## src/rtl/four_two.sv

```systemverilog
// Registered 4-to-2 priority encoder (d > c > b > a) with per-input synchronizer
// chains, valid/multi-hot flags and a one-cycle strobe on any code change.
module four_two #(
    parameter int SYNC_STAGES = 2
) (
    input  logic clk,
    input  logic rst_n,
    input  logic a,
    input  logic b,
    input  logic c,
    input  logic d,
    output logic e0,
    output logic e1,
    output logic valid,
    output logic multi,
    output logic changed
);

    logic [3:0] req_raw;
    logic [3:0] req_sync;
    logic [1:0] enc_code;
    logic       enc_valid;
    logic       enc_multi;
    logic [2:0] ones;

    assign req_raw = {d, c, b, a};

    generate
        if (SYNC_STAGES < 0 || SYNC_STAGES > 3) begin : g_bad_stages
            $error("four_two: SYNC_STAGES must be in 0..3");
        end

        if (SYNC_STAGES == 0) begin : g_no_sync
            assign req_sync = req_raw;
        end else begin : g_sync
            logic [3:0] chain [SYNC_STAGES];

            always_ff @(posedge clk or negedge rst_n) begin
                if (!rst_n) begin
                    for (int i = 0; i < SYNC_STAGES; i++) begin
                        chain[i] <= '0;
                    end
                end else begin
                    chain[0] <= req_raw;
                    for (int i = 1; i < SYNC_STAGES; i++) begin
                        chain[i] <= chain[i-1];
                    end
                end
            end

            assign req_sync = chain[SYNC_STAGES-1];
        end
    endgenerate

    assign ones = 3'(req_sync[0]) + 3'(req_sync[1]) + 3'(req_sync[2]) + 3'(req_sync[3]);

    always_comb begin
        enc_code = 2'b00;
        if (req_sync[3]) begin
            enc_code = 2'b11;
        end else if (req_sync[2]) begin
            enc_code = 2'b10;
        end else if (req_sync[1]) begin
            enc_code = 2'b01;
        end
        enc_valid = |req_sync;
        enc_multi = (ones >= 3'd2);
    end

    // The output register itself is the previous-value reference for the strobe;
    // multi is deliberately left out of the comparison.
    always_ff @(posedge clk or negedge rst_n) begin
        if (!rst_n) begin
            e1      <= 1'b0;
            e0      <= 1'b0;
            valid   <= 1'b0;
            multi   <= 1'b0;
            changed <= 1'b0;
        end else begin
            e1      <= enc_code[1];
            e0      <= enc_code[0];
            valid   <= enc_valid;
            multi   <= enc_multi;
            changed <= ({enc_valid, enc_code} != {valid, e1, e0});
        end
    end

endmodule

```

## config.mk

```make
export PLATFORM = sky130hd
export DESIGN_NAME = four_two
export DESIGN_NICKNAME = d
export VERILOG_FILES = /design/src/rtl/four_two.sv
export SDC_FILE = /design/constraint.sdc
export NUM_CORES = 1
export LEC_CHECK = 0
export CAP_MARGIN = 5
export CORE_AREA = 2 2 39 41
export DETAILED_ROUTE_END_ITERATION = 7
export DIE_AREA = 0 0 41 43
export GPL_TIMING_DRIVEN = 0
export SYNTH_ARGS = -nofsm -noshare
export SYNTH_HDL_FRONTEND = slang
export SYNTH_SLANG_ARGS = --single-unit
```

## constraint.sdc

```tcl
create_clock -name clk -period 1.37 [get_ports clk]
set_input_delay 0.274 -clock clk [delete_from_list [all_inputs] [get_ports clk]]
set_output_delay 0.274 -clock clk [all_outputs]
set_load 0.01 [all_outputs]
```

Word-level counts from Yosys, hierarchy flattened
Index checks and enable logic that the tools add are counted.
{"block": "word_totals", "regBits": 13, "latchBits": 0, "ram_bits": 0, "romBits": 0, "in_bits": 6, "out_inout_bits": 5, "mem_count": 0}
{"block": "classes", "add_sub_neg": 3, "multipliers": 0, "n_div": 0, "magnitude_cmp": 1, "n_eq_ne": 1, "shifts": 0, "mux": 3, "bitwise_logic": 0, "reduce_logical": 1}
{"cell": "$mux W2", "count": 2}
{"cell": "$reduce_or A4 Y1", "count": 1}
{"cell": "$add A2 B1 Y3", "count": 1}
{"cell": "$add A3 B1 Y3", "count": 1}
{"cell": "$ge A3 B2 Y1 const B", "count": 1}
{"cell": "$ne A3 B3 Y1", "count": 1}
{"cell": "$add A1 B1 Y2", "count": 1}
{"cell": "$mux W1", "count": 1}

Longest topological paths before layout
Gate-level depths: netlist of run 1.
{"block": "depth", "ltp_word": 4, "depth_mapped": 5}

Least setup slack after synthesis of run 1
OpenSTA, ideal clock, no wires.
{"block": "synth_path", "path_type": "flip-flop to flip-flop", "startpoint": "register g_sync.chain (netlist bit req_sync[3])", "endpoint": "register multi", "setup_time_ns": 0.126, "t_arrival_ns": 0.971, "required_time_ns": 1.244, "slack_ns": 0.273, "stages_incl_launch_ff": 4, "n_path_buf": 0, "period_less_slack_ns": 1.097, "path_cell_list": "dfrtp_1 inv_1 fa_1 o21ai_0"}
{"block": "synth_between", "elab_chain_cells": 2}
{"item": "start: declaration", "line_no": "36", "rtl": "logic [3:0] chain [SYNC_STAGES];"}
{"item": "start signal: indexed assignment", "line_no": "46", "rtl": "chain[i] <= chain[i-1];"}
{"item": "$add A3 B1 Y3", "line_no": "55", "rtl": "assign ones = 3'(req_sync[0]) + 3'(req_sync[1]) + 3'(req_sync[2]) + 3'(req_sync[3]);"}
{"item": "$ge A3 B2 Y1", "line_no": "67", "rtl": "enc_multi = (ones >= 3'd2);"}
{"item": "via enc_multi", "line_no": "23", "rtl": "logic enc_multi;"}
{"item": "end signal: assignment", "line_no": "83", "rtl": "multi <= enc_multi;"}
{"item": "end: declaration", "line_no": "15", "rtl": "output logic multi,"}
The timed path passes the listed nets, and every way through them passes these cells.

Worst setup path after layout of run 1
{"block": "layout_path", "startpoint": "register e1", "endpoint": "output port e1"}
{"item": "start: declaration", "line_no": "13", "rtl": "output logic e1,"}
{"item": "start signal: assignment", "line_no": "80", "rtl": "e1 <= enc_code[1];"}
No word-level cell between the ends.

==> impl_summary.log, run 1 <==
[metrics] end-of-flow core utilization: 42.59%
[metrics] Slowest-stage cell, CP: sky130_fd_sc_hd__dfrtp_1
[metrics] path type of the worst min-delay path: flop to flop
[metrics] delay of the slowest cell on the worst path: 400 ps
[metrics] CP cell instances: dlygate4sd2_1
[metrics] outcome: finished clean
[metrics] level count of the clock H-tree: 1
[metrics] # Max-Cap Violations: 0
[metrics] final std cells w/o fill: 60
[metrics] part of the Yosys area used for sequential elements: 72.42%
[metrics] worst-skew pair later-pin latency: 260 ps
[metrics] root buf cell: sky130_fd_sc_hd__clkbuf_4
[metrics] Critical Path RT: 1100 ps
[metrics] number of port buffers: 10
[metrics] Initial Utilization: 32.46%
[metrics] cell area power density: 1196 nW/µm²
[metrics] largest buffer count on any clock path: 2
[metrics] fin crit period: 1235 ps
[metrics] sequential group share of total power: 59.0%
[metrics] number of vias per cell: 4.350
[metrics] post-cts gate resize count: 5
[metrics] Int Power: 0.5545 mW
[metrics] category of the worst setup path capture point: output pin
[metrics] total wire length after detailed routing: 583 µm
[metrics] sinks on the clock net: 13
[metrics] critical path type: flop to output pin
[metrics] worst min-delay path startpoint: g_sync.chain[4]$_DFF_PN0_
[metrics] data arrival time of the critical path: 960 ps
[metrics] Tightest Pin Transition: 553.9 ps
[metrics] reported leakage power: 0.2540 nW
[metrics] hold endpoint: req_sync[0]$_DFF_PN0_
[metrics] die height: 43 µm
[metrics] share of final-layout standard cells stronger than drive strength 1: 11.36%
[metrics] Detailed Route Iter0 Violations: 2
[metrics] number of antenna violations at the first check in global routing: 0
[metrics] number of buffers added to fix hold violations after cts: 0
[metrics] worst flop-to-flop path endpoint: multi$_DFF_PN0_
[metrics] net switching power of the design: 0.1503 mW
[metrics] instance count of the mapped netlist: 30
[metrics] worst slew margin relative to its limit: 62.96%
[metrics] crit path launch type: flop
[metrics] Final Cycle Share: 90.13%
[metrics] synthesized flop and latch total: 13
[metrics] WL per Instance: 9.717 µm
[metrics] Syn. warnings: 0
[metrics] Num CTS Buffers: 3
[metrics] global-route wire length before repair: 1097 µm
[metrics] count of standard-cell rows: 14
[metrics] Final Worst Setup Slack: 135.2 ps
[metrics] Hold Path Stages: 0
[metrics] Residual DRC: 0
[metrics] post-detail-place hpwl: 442.8 µm
[metrics] setup slack on the worst flop-to-flop path: 180 ps
[metrics] combinational cell fraction of total power: 9.6%
[metrics] overflow left after global routing: 0
[metrics] total standard cell area after synthesis: 449.2 µm²
[metrics] maximum clock frequency: 809.9 MHz
[metrics] syn_nets: 38
[metrics] worst IR drop on VDD: 518.1 µV
[metrics] Setup Skew: 1.184 ps
[metrics] core footprint: 1384 µm²
[metrics] Layout area overhead: 31.20%
[metrics] clock transition time at the flip-flop clock pins of the worst setup and hold paths: 70 ps
[metrics] IO Pins: 11
[metrics] full die area: 1763 µm²
[metrics] Final ANT Viol Nets: 0
[metrics] family of cells with the greatest summed delay on the critical path: flip-flops
[metrics] Sw Ratio: 21.33%
[metrics] post-route setup TNS: 0 ps
[metrics] Horiz. Die Dim: 41 µm
[metrics] final number of hold-violating endpoints: 0
[metrics] Setup violations, final: 0
[metrics] worst slack at placement: 180.1 ps
[metrics] number of nets in the finished design: 53
[metrics] Seq. cell area: 325.3 µm²
[metrics] # Post-CTS Setup Buffers: 0
[metrics] Buf/Inv on CP: 1
[metrics] DR vias: 261
[metrics] fraction of power consumed by the clock network: 31.3%
[metrics] number of slew-limit violations in the final report: 0
[metrics] mean instance size in the synthesized netlist: 14.97 µm²
[metrics] multi-input logic area: 108.9 µm²
[metrics] worst reg-to-reg path cell count: 3
[metrics] synth unique cells: 14
[metrics] TritonCTS clock tree: done
[metrics] maximum number of pins on one net before global-route repair: 14
[metrics] maximum net fanout on the critical path: 3
[metrics] # placed instances: 56
[metrics] count of fill cells added during filler insertion: 137
[metrics] drt pass-1 iters: 2
[metrics] via count of the first global-routing pass: 269
[metrics] unrepaired setup endpoints after global routing: no
[metrics] global router's overall resource usage: 9.877%
[metrics] origin of the critical flop-to-flop path: req_sync[3]$_DFF_PN0_
[metrics] number of diodes: 0
[metrics] RD Place Congestion: 0.6727
[synthesized netlist by cell type]
| library cell | number | area (µm²) |
|---|---|---|
| sky130_fd_sc_hd__or2_4 | 1 | 8.760 |
| sky130_fd_sc_hd__o21ai_1 | 1 | 5.000 |
| sky130_fd_sc_hd__o31ai_2 | 1 | 12.51 |
| sky130_fd_sc_hd__xnor2_1 | 1 | 8.760 |
| sky130_fd_sc_hd__o21ai_0 | 2 | 10.01 |
| sky130_fd_sc_hd__nor3_1 | 1 | 5.000 |
| sky130_fd_sc_hd__dfrtp_1 | 13 | 325.3 |
| sky130_fd_sc_hd__o211ai_1 | 1 | 7.510 |
| sky130_fd_sc_hd__fa_1 | 1 | 20.02 |
| sky130_fd_sc_hd__nand3_1 | 1 | 5.000 |
| sky130_fd_sc_hd__ha_1 | 1 | 12.51 |
| sky130_fd_sc_hd__nor2b_1 | 1 | 6.260 |
| sky130_fd_sc_hd__o21a_1 | 1 | 7.510 |
| sky130_fd_sc_hd__inv_1 | 4 | 15.01 |
[state kept, by name (all words and copies together) (netlist names)]
signal	cells
multi	1
g_sync.chain	4
valid	1
changed	1
e0	1
req_sync	4
e1	1
[per-stage QoR]
stage | total power, mW | instance area [µm²] | hold WS (ps)
global route | 0.7565 | 589.3 | 372.7
detailed placement | 0.5010 | 569.3 | 337.9
global placement | 0.4980 | 569.3 | 332.9
floorplan | 0.4532 | 449.2 | -21.59
finish | 0.7048 | 589.3 | 351.4
CTS | 0.7205 | 589.3 | 354.6
[per-layer routing]
| metal | vias up | routed length, µm | track usage (%) |
|---|---|---|---|
| met5 | - | 0 | 0 |
| met4 | 0 | 0 | 6.000 |
| met3 | 0 | 49 | 4.712 |
| met2 | 11 | 302 | 13.44 |
| met1 | 126 | 231 | 12.20 |
| li1 | 124 | - | - |
[worst max-delay path by stage]
stage                     startpoint               to  slack [ps]  cells past startpoint
6_report                e1$_DFF_PN0_               e1         140                      1
5_1_grt        req_sync[3]$_DFF_PN0_  multi$_DFF_PN0_          70                      3
4_1_cts              valid$_DFF_PN0_            valid         110                      1
3_5_place_dp         valid$_DFF_PN0_            valid         180                      1
3_3_place_gp         valid$_DFF_PN0_            valid         190                      1
2_1_floorplan  req_sync[3]$_DFF_PN0_  multi$_DFF_PN0_         270                      3
[cells by family after synthesis]
group           synth area share, %
compound gates                9.471
buf+inv                       3.342
fa+ha+maj                     7.242
flops                         72.42
xor+xnor                      1.950
simple gates                  5.570
[cells in the final DEF (no fill, tap or decap), drive strengths merged]
cell	count
dfrtp	13
clkdlybuf4s50	5
dlygate4sd2	5
inv	4
clkbuf	4
o21ai	3
or2	1
nand3	1
nor2b	1
o21a	1
nor3	1
xnor2	1
o211ai	1
o31ai	1
fa	1
ha	1
[power by group through the flow]
stage	Sequential, mW	Combinational (mW)	Clock, mW
2_1_floorplan	0.428	0.0252	0
3_3_place_gp	0.423	0.0747	0
3_5_place_dp	0.424	0.0766	0
4_1_cts	0.416	0.0694	0.235
5_1_grt	0.420	0.0785	0.258
6_report	0.416	0.0679	0.221
[layout make-up]
class                           count  share of cell area, %
Inverter                            4                  2.548
Multi-Input combinational cell     13                  18.47
Timing Repair Buffer               10                  15.92
Sequential cell                    13                  55.20
Tap cell                           16                  3.397
Clock buffer                        4                  4.459
Note: power is estimated with default switching activity, not from simulation.
==> run 2, diff against run 1 <==
Settings changed: GPL_ROUTABILITY_DRIVEN from default to 0.
==> results of run 2 <==
No change in the layout: final DEF, timing and power equal those of run 1.
==> run 3, diff against run 2 <==
Settings changed: ABC_AREA from default to 1, CTS_CLUSTER_SIZE from default to 8, REMOVE_ABC_BUFFERS from default to 1.
==> run 3 against run 2 <==
Against the previous run:
- first-iteration DRC count rose by 50%
- critical endpoint is now e0
- clock power rose by 5%
- flip-flop and latch count did not move
==> impl_summary.log, run 3 <==
[metrics] DR vias: 289 (+11%)
[metrics] multi-input logic area: 98.84 µm² (-9.2%)
[metrics] setup slack on the worst flop-to-flop path: 220 ps (+40 ps)
[metrics] asr flop ratio synth: 100.0% (unchanged)
[metrics] number of nets in the finished design: 63 (+19%)
[metrics] total power of the final layout: 0.7141 mW (+1.3%)
[metrics] mean instance size in the synthesized netlist: 11.45 µm² (-24%)
[metrics] synthesized flop and latch total: 13 (unchanged)
[metrics] maximum clock frequency: 811.6 MHz (+0.21%)
[metrics] unrepaired setup endpoints after global routing: no
[metrics] core footprint: 1384 µm² (unchanged)
[metrics] Critical Path RT: 1100 ps (about the same)
[metrics] reported leakage power: 0.3060 nW (+21%)
[metrics] count of fill cells added during filler insertion: 141 (+2.9%)
[metrics] outcome: finished clean
[metrics] peak-usage layer in the global routing report: met2
[metrics] met1 Track Usage GR: 9.556% (-2.6 points)
[metrics] largest buffer count on any clock path: 2 (unchanged)
[metrics] largest family of logic cells by synthesized area: simple AND/OR/NAND/NOR gates
[metrics] WL per Instance: 8.343 µm (-14%)
[metrics] main flop type after synthesis: sky130_fd_sc_hd__dfrtp_1
[metrics] number of buffers added to fix hold violations after cts: 0 (unchanged)
[metrics] commonest cells in the synthesized netlist: 13 x sky130_fd_sc_hd__dfrtp_1, 11 x sky130_fd_sc_hd__nand2_1, 8 x sky130_fd_sc_hd__inv_1
[metrics] number of antenna violations at the first check in global routing: 0 (unchanged)
[metrics] sinks on the clock net: 13 (unchanged)
[metrics] fin crit period: 1232 ps (-2.615 ps)
[metrics] Detailed Route Iter0 Violations: 3 (+1)
[metrics] Tightest Pin Transition: 564.9 ps (+11.03 ps)
[metrics] number of port buffers: 10 (unchanged)
[metrics] global-route wire length before repair: 1035 µm (-5.7%)
[metrics] Buf/Inv on CP: 1 (unchanged)
[metrics] leading cell type in the layout, fill and taps excluded: sky130_fd_sc_hd__dfrtp_1
[metrics] Final Worst Setup Slack: 137.9 ps (+2.615 ps)
[metrics] number of vias per cell: 4.129 (-5.1%)
[metrics] worst reg-to-reg path cell count: 3 (unchanged)
[metrics] die height: 43 µm (unchanged)
[metrics] Initial Utilization: 33.09% (+0.63 points)
[metrics] fraction of the mapped netlist area in adder cells: 7.104% (-0.14 points)
[metrics] critical path type: flop to output pin
[metrics] level count of the clock H-tree: 1 (unchanged)
[metrics] total standard cell area after synthesis: 457.9 µm² (+1.9%)
[metrics] category of the worst setup path capture point: output pin
[metrics] cell types occupying the most area after synthesis: sky130_fd_sc_hd__dfrtp_1 71%, sky130_fd_sc_hd__nand2_1 9.0%, sky130_fd_sc_hd__inv_1 6.6%
[metrics] share of the synthesized area in the top cell type: 71.04% (-1.4 points)
[metrics] # Max-Cap Violations: 0 (unchanged)
[metrics] data arrival time of the critical path: 960 ps (about the same)
[metrics] origin of the critical flop-to-flop path: req_sync[3]$_DFF_PN0_
[metrics] via count of the first global-routing pass: 264 (-1.9%)
[metrics] number of synthesized flops with an enable pin: 0 (unchanged)
[metrics] number of slew-limit violations in the final report: 0 (unchanged)
[metrics] instance count of the mapped netlist: 40 (+33%)
[metrics] crit path launch type: flop
[metrics] Syn. warnings: 0 (unchanged)
[metrics] number of diodes: 0 (unchanged)
[metrics] share of synthesized cell area in and, or, nand and nor gates: 13.39% (+7.8 points)
[metrics] IO Pins: 11 (unchanged)
[metrics] Final ANT Viol Nets: 0 (unchanged)
[metrics] final number of hold-violating endpoints: 0 (unchanged)
[metrics] full die area: 1763 µm² (unchanged)
[metrics] total wire length after detailed routing: 584 µm (+0.17%)
[metrics] synthesized-area fraction occupied by ao, oa, aoi and oai cells: 1.093% (-8.4 points)
[metrics] Setup Skew: 0.8665 ps (-0.3177 ps)
[metrics] CP cell instances: dlygate4sd2_1
[metrics] worst flop-to-flop path endpoint: multi$_DFF_PN0_
[metrics] worst-skew pair later-pin latency: 270 ps (about the same)
[metrics] met3 GRT Util: 4.712% (unchanged)
[metrics] Seq. cell area: 325.3 µm² (unchanged)
[metrics] multiplexer share of the synthesized area: 0% (unchanged)
[metrics] maximum number of pins on one net before global-route repair: 14 (unchanged)
[metrics] path type of the worst min-delay path: flop to flop
[metrics] Slowest-stage cell, CP: sky130_fd_sc_hd__dfrtp_1
[metrics] maximum net fanout on the critical path: 3 (unchanged)
[metrics] most common cell in the synthesized netlist: sky130_fd_sc_hd__dfrtp_1
[metrics] delay of the slowest cell on the worst path: 400 ps (about the same)
[metrics] Setup crit start: e0$_DFF_PN0_
[metrics] TritonCTS clock tree: done
[metrics] global routing met2 resource utilization: 13.75% (+0.31 points)
[metrics] family of cells with the greatest summed delay on the critical path: flip-flops
[metrics] Residual DRC: 0 (unchanged)
[metrics] drt pass-1 iters: 3 (+1)
[metrics] Num CTS Buffers: 3 (unchanged)
[metrics] worst slew margin relative to its limit: 62.22% (-0.74 points)
[metrics] Horiz. Die Dim: 41 µm (unchanged)
[metrics] global router's overall resource usage: 9.509% (-0.37 points)
[metrics] number of logic stages on the critical path including buffering: 1 (unchanged)
[metrics] synth unique cells: 10 (-4)
[metrics] overflow left after global routing: 0 (unchanged)
[metrics] count of standard-cell rows: 14 (unchanged)
[metrics] dominant cell type by area after synthesis: sky130_fd_sc_hd__dfrtp_1
[metrics] Setup violations, final: 0 (unchanged)
[metrics] end point of the critical path: e0
[metrics] worst IR drop on VDD: 499.6 µV (-3.6%)
[metrics] clock transition time at the flip-flop clock pins of the worst setup and hold paths: 80 ps (about the same)
[metrics] post-detail-place hpwl: 429.5 µm (-3.0%)
[metrics] post-route setup TNS: 0 ps (unchanged)
[metrics] highest-count cells in the layout ignoring fill and taps: 13 x sky130_fd_sc_hd__dfrtp_1, 11 x sky130_fd_sc_hd__nand2_1, 8 x sky130_fd_sc_hd__inv_1
[metrics] share of final-layout standard cells stronger than drive strength 1: 11.11% (-0.25 points)
[metrics] worst slack at placement: 199.9 ps (+19.88 ps)
[metrics] # Post-CTS Setup Buffers: 0 (unchanged)
[metrics] Layout area overhead: 30.87%
[metrics] Final Cycle Share: 89.94% (-0.19 points)
[metrics] root buf cell: sky130_fd_sc_hd__clkbuf_4
[metrics] cell area power density: 1192 nW/µm² (-0.38%)
[metrics] part of the Yosys area used for sequential elements: 71.04% (-1.4 points)
[metrics] xor and xnor fraction of the mapped netlist area: 0% (-1.9 points)
-- run 3: cell count changes after synthesis, sizes merged, moves of 2 or more --
| cell | delta |
|---|---|
| nand2 | +11 |
| inv | +5 |
| nor2 | +2 |
| o21ai | -2 |
-- run 3: through the flow --
step	cell area, µm²	util (%)	cells	hold WS (ps)
floorplan	457.9	-	40	-21.59
global placement	578.1	41.77	66	331.5
detailed placement	578.1	41.77	66	335.8
CTS	599.3	43.31	70	354.9
global route	599.3	43.31	70	365.9
finish	599.3	43.31	70	351.6
-- run 3: final cells by class --
cell class	instances	area share (%)
multi-input combinational	18	16.49
tap	16	3.340
clock buffer	3	3.758
inverter	9	5.637
timing repair buffer	10	15.66
clock inverter	1	0.8351
sequential	13	54.28
-- run 3: layer usage --
metal | up-vias | wire length [µm]
li1 | 143 | -
met2 | 10 | 289
met1 | 136 | 244
met4 | 0 | 0
met5 | - | 0
met3 | 0 | 50
-- run 3: cells by family (layout without fill, tap and decap cells) --
group	after synthesis	after routing
AND/OR/NAND/NOR	15	15
flip-flops	13	13
AO/OA/AOI/OAI	1	1
buffers and inverters	9	23
adder cells (fa/ha/maj)	2	2
-- run 3: worst min-delay path by stage --
stage / start / end / cells after the start
global placement: g_sync.chain[5]$_DFF_PN0_ / req_sync[1]$_DFF_PN0_ / 0
detailed placement: g_sync.chain[5]$_DFF_PN0_ / req_sync[1]$_DFF_PN0_ / 0
global route: g_sync.chain[4]$_DFF_PN0_ / req_sync[0]$_DFF_PN0_ / 0
CTS: g_sync.chain[7]$_DFF_PN0_ / req_sync[3]$_DFF_PN0_ / 0
finish: g_sync.chain[4]$_DFF_PN0_ / req_sync[0]$_DFF_PN0_ / 0
floorplan: rst_n / changed$_DFF_PN0_ / 0
-- run 3: worst reg2reg max path: cells and delay by family (launching register included) --
kind / cells / cell delay, ps
AO/OA/AOI/OAI: 1 / 160
adder cells (fa/ha/maj): 1 / 420
buffers and inverters: 1 / 110
flip-flops: 1 / 390
-- run 3: timing repair --
item | in CTS | in global routing
endpoints found under the setup margin | 5 | 0
hold endpoints to repair | 0 | 0
gates resized for setup | 5 | 0
-- run 3: where the power goes --
group          internal, mW  total (mW)  switching [mW]
sequential            0.406       0.414         0.00800
clock                 0.108       0.231           0.123
combinational        0.0338      0.0691          0.0353
total                 0.548       0.714           0.166
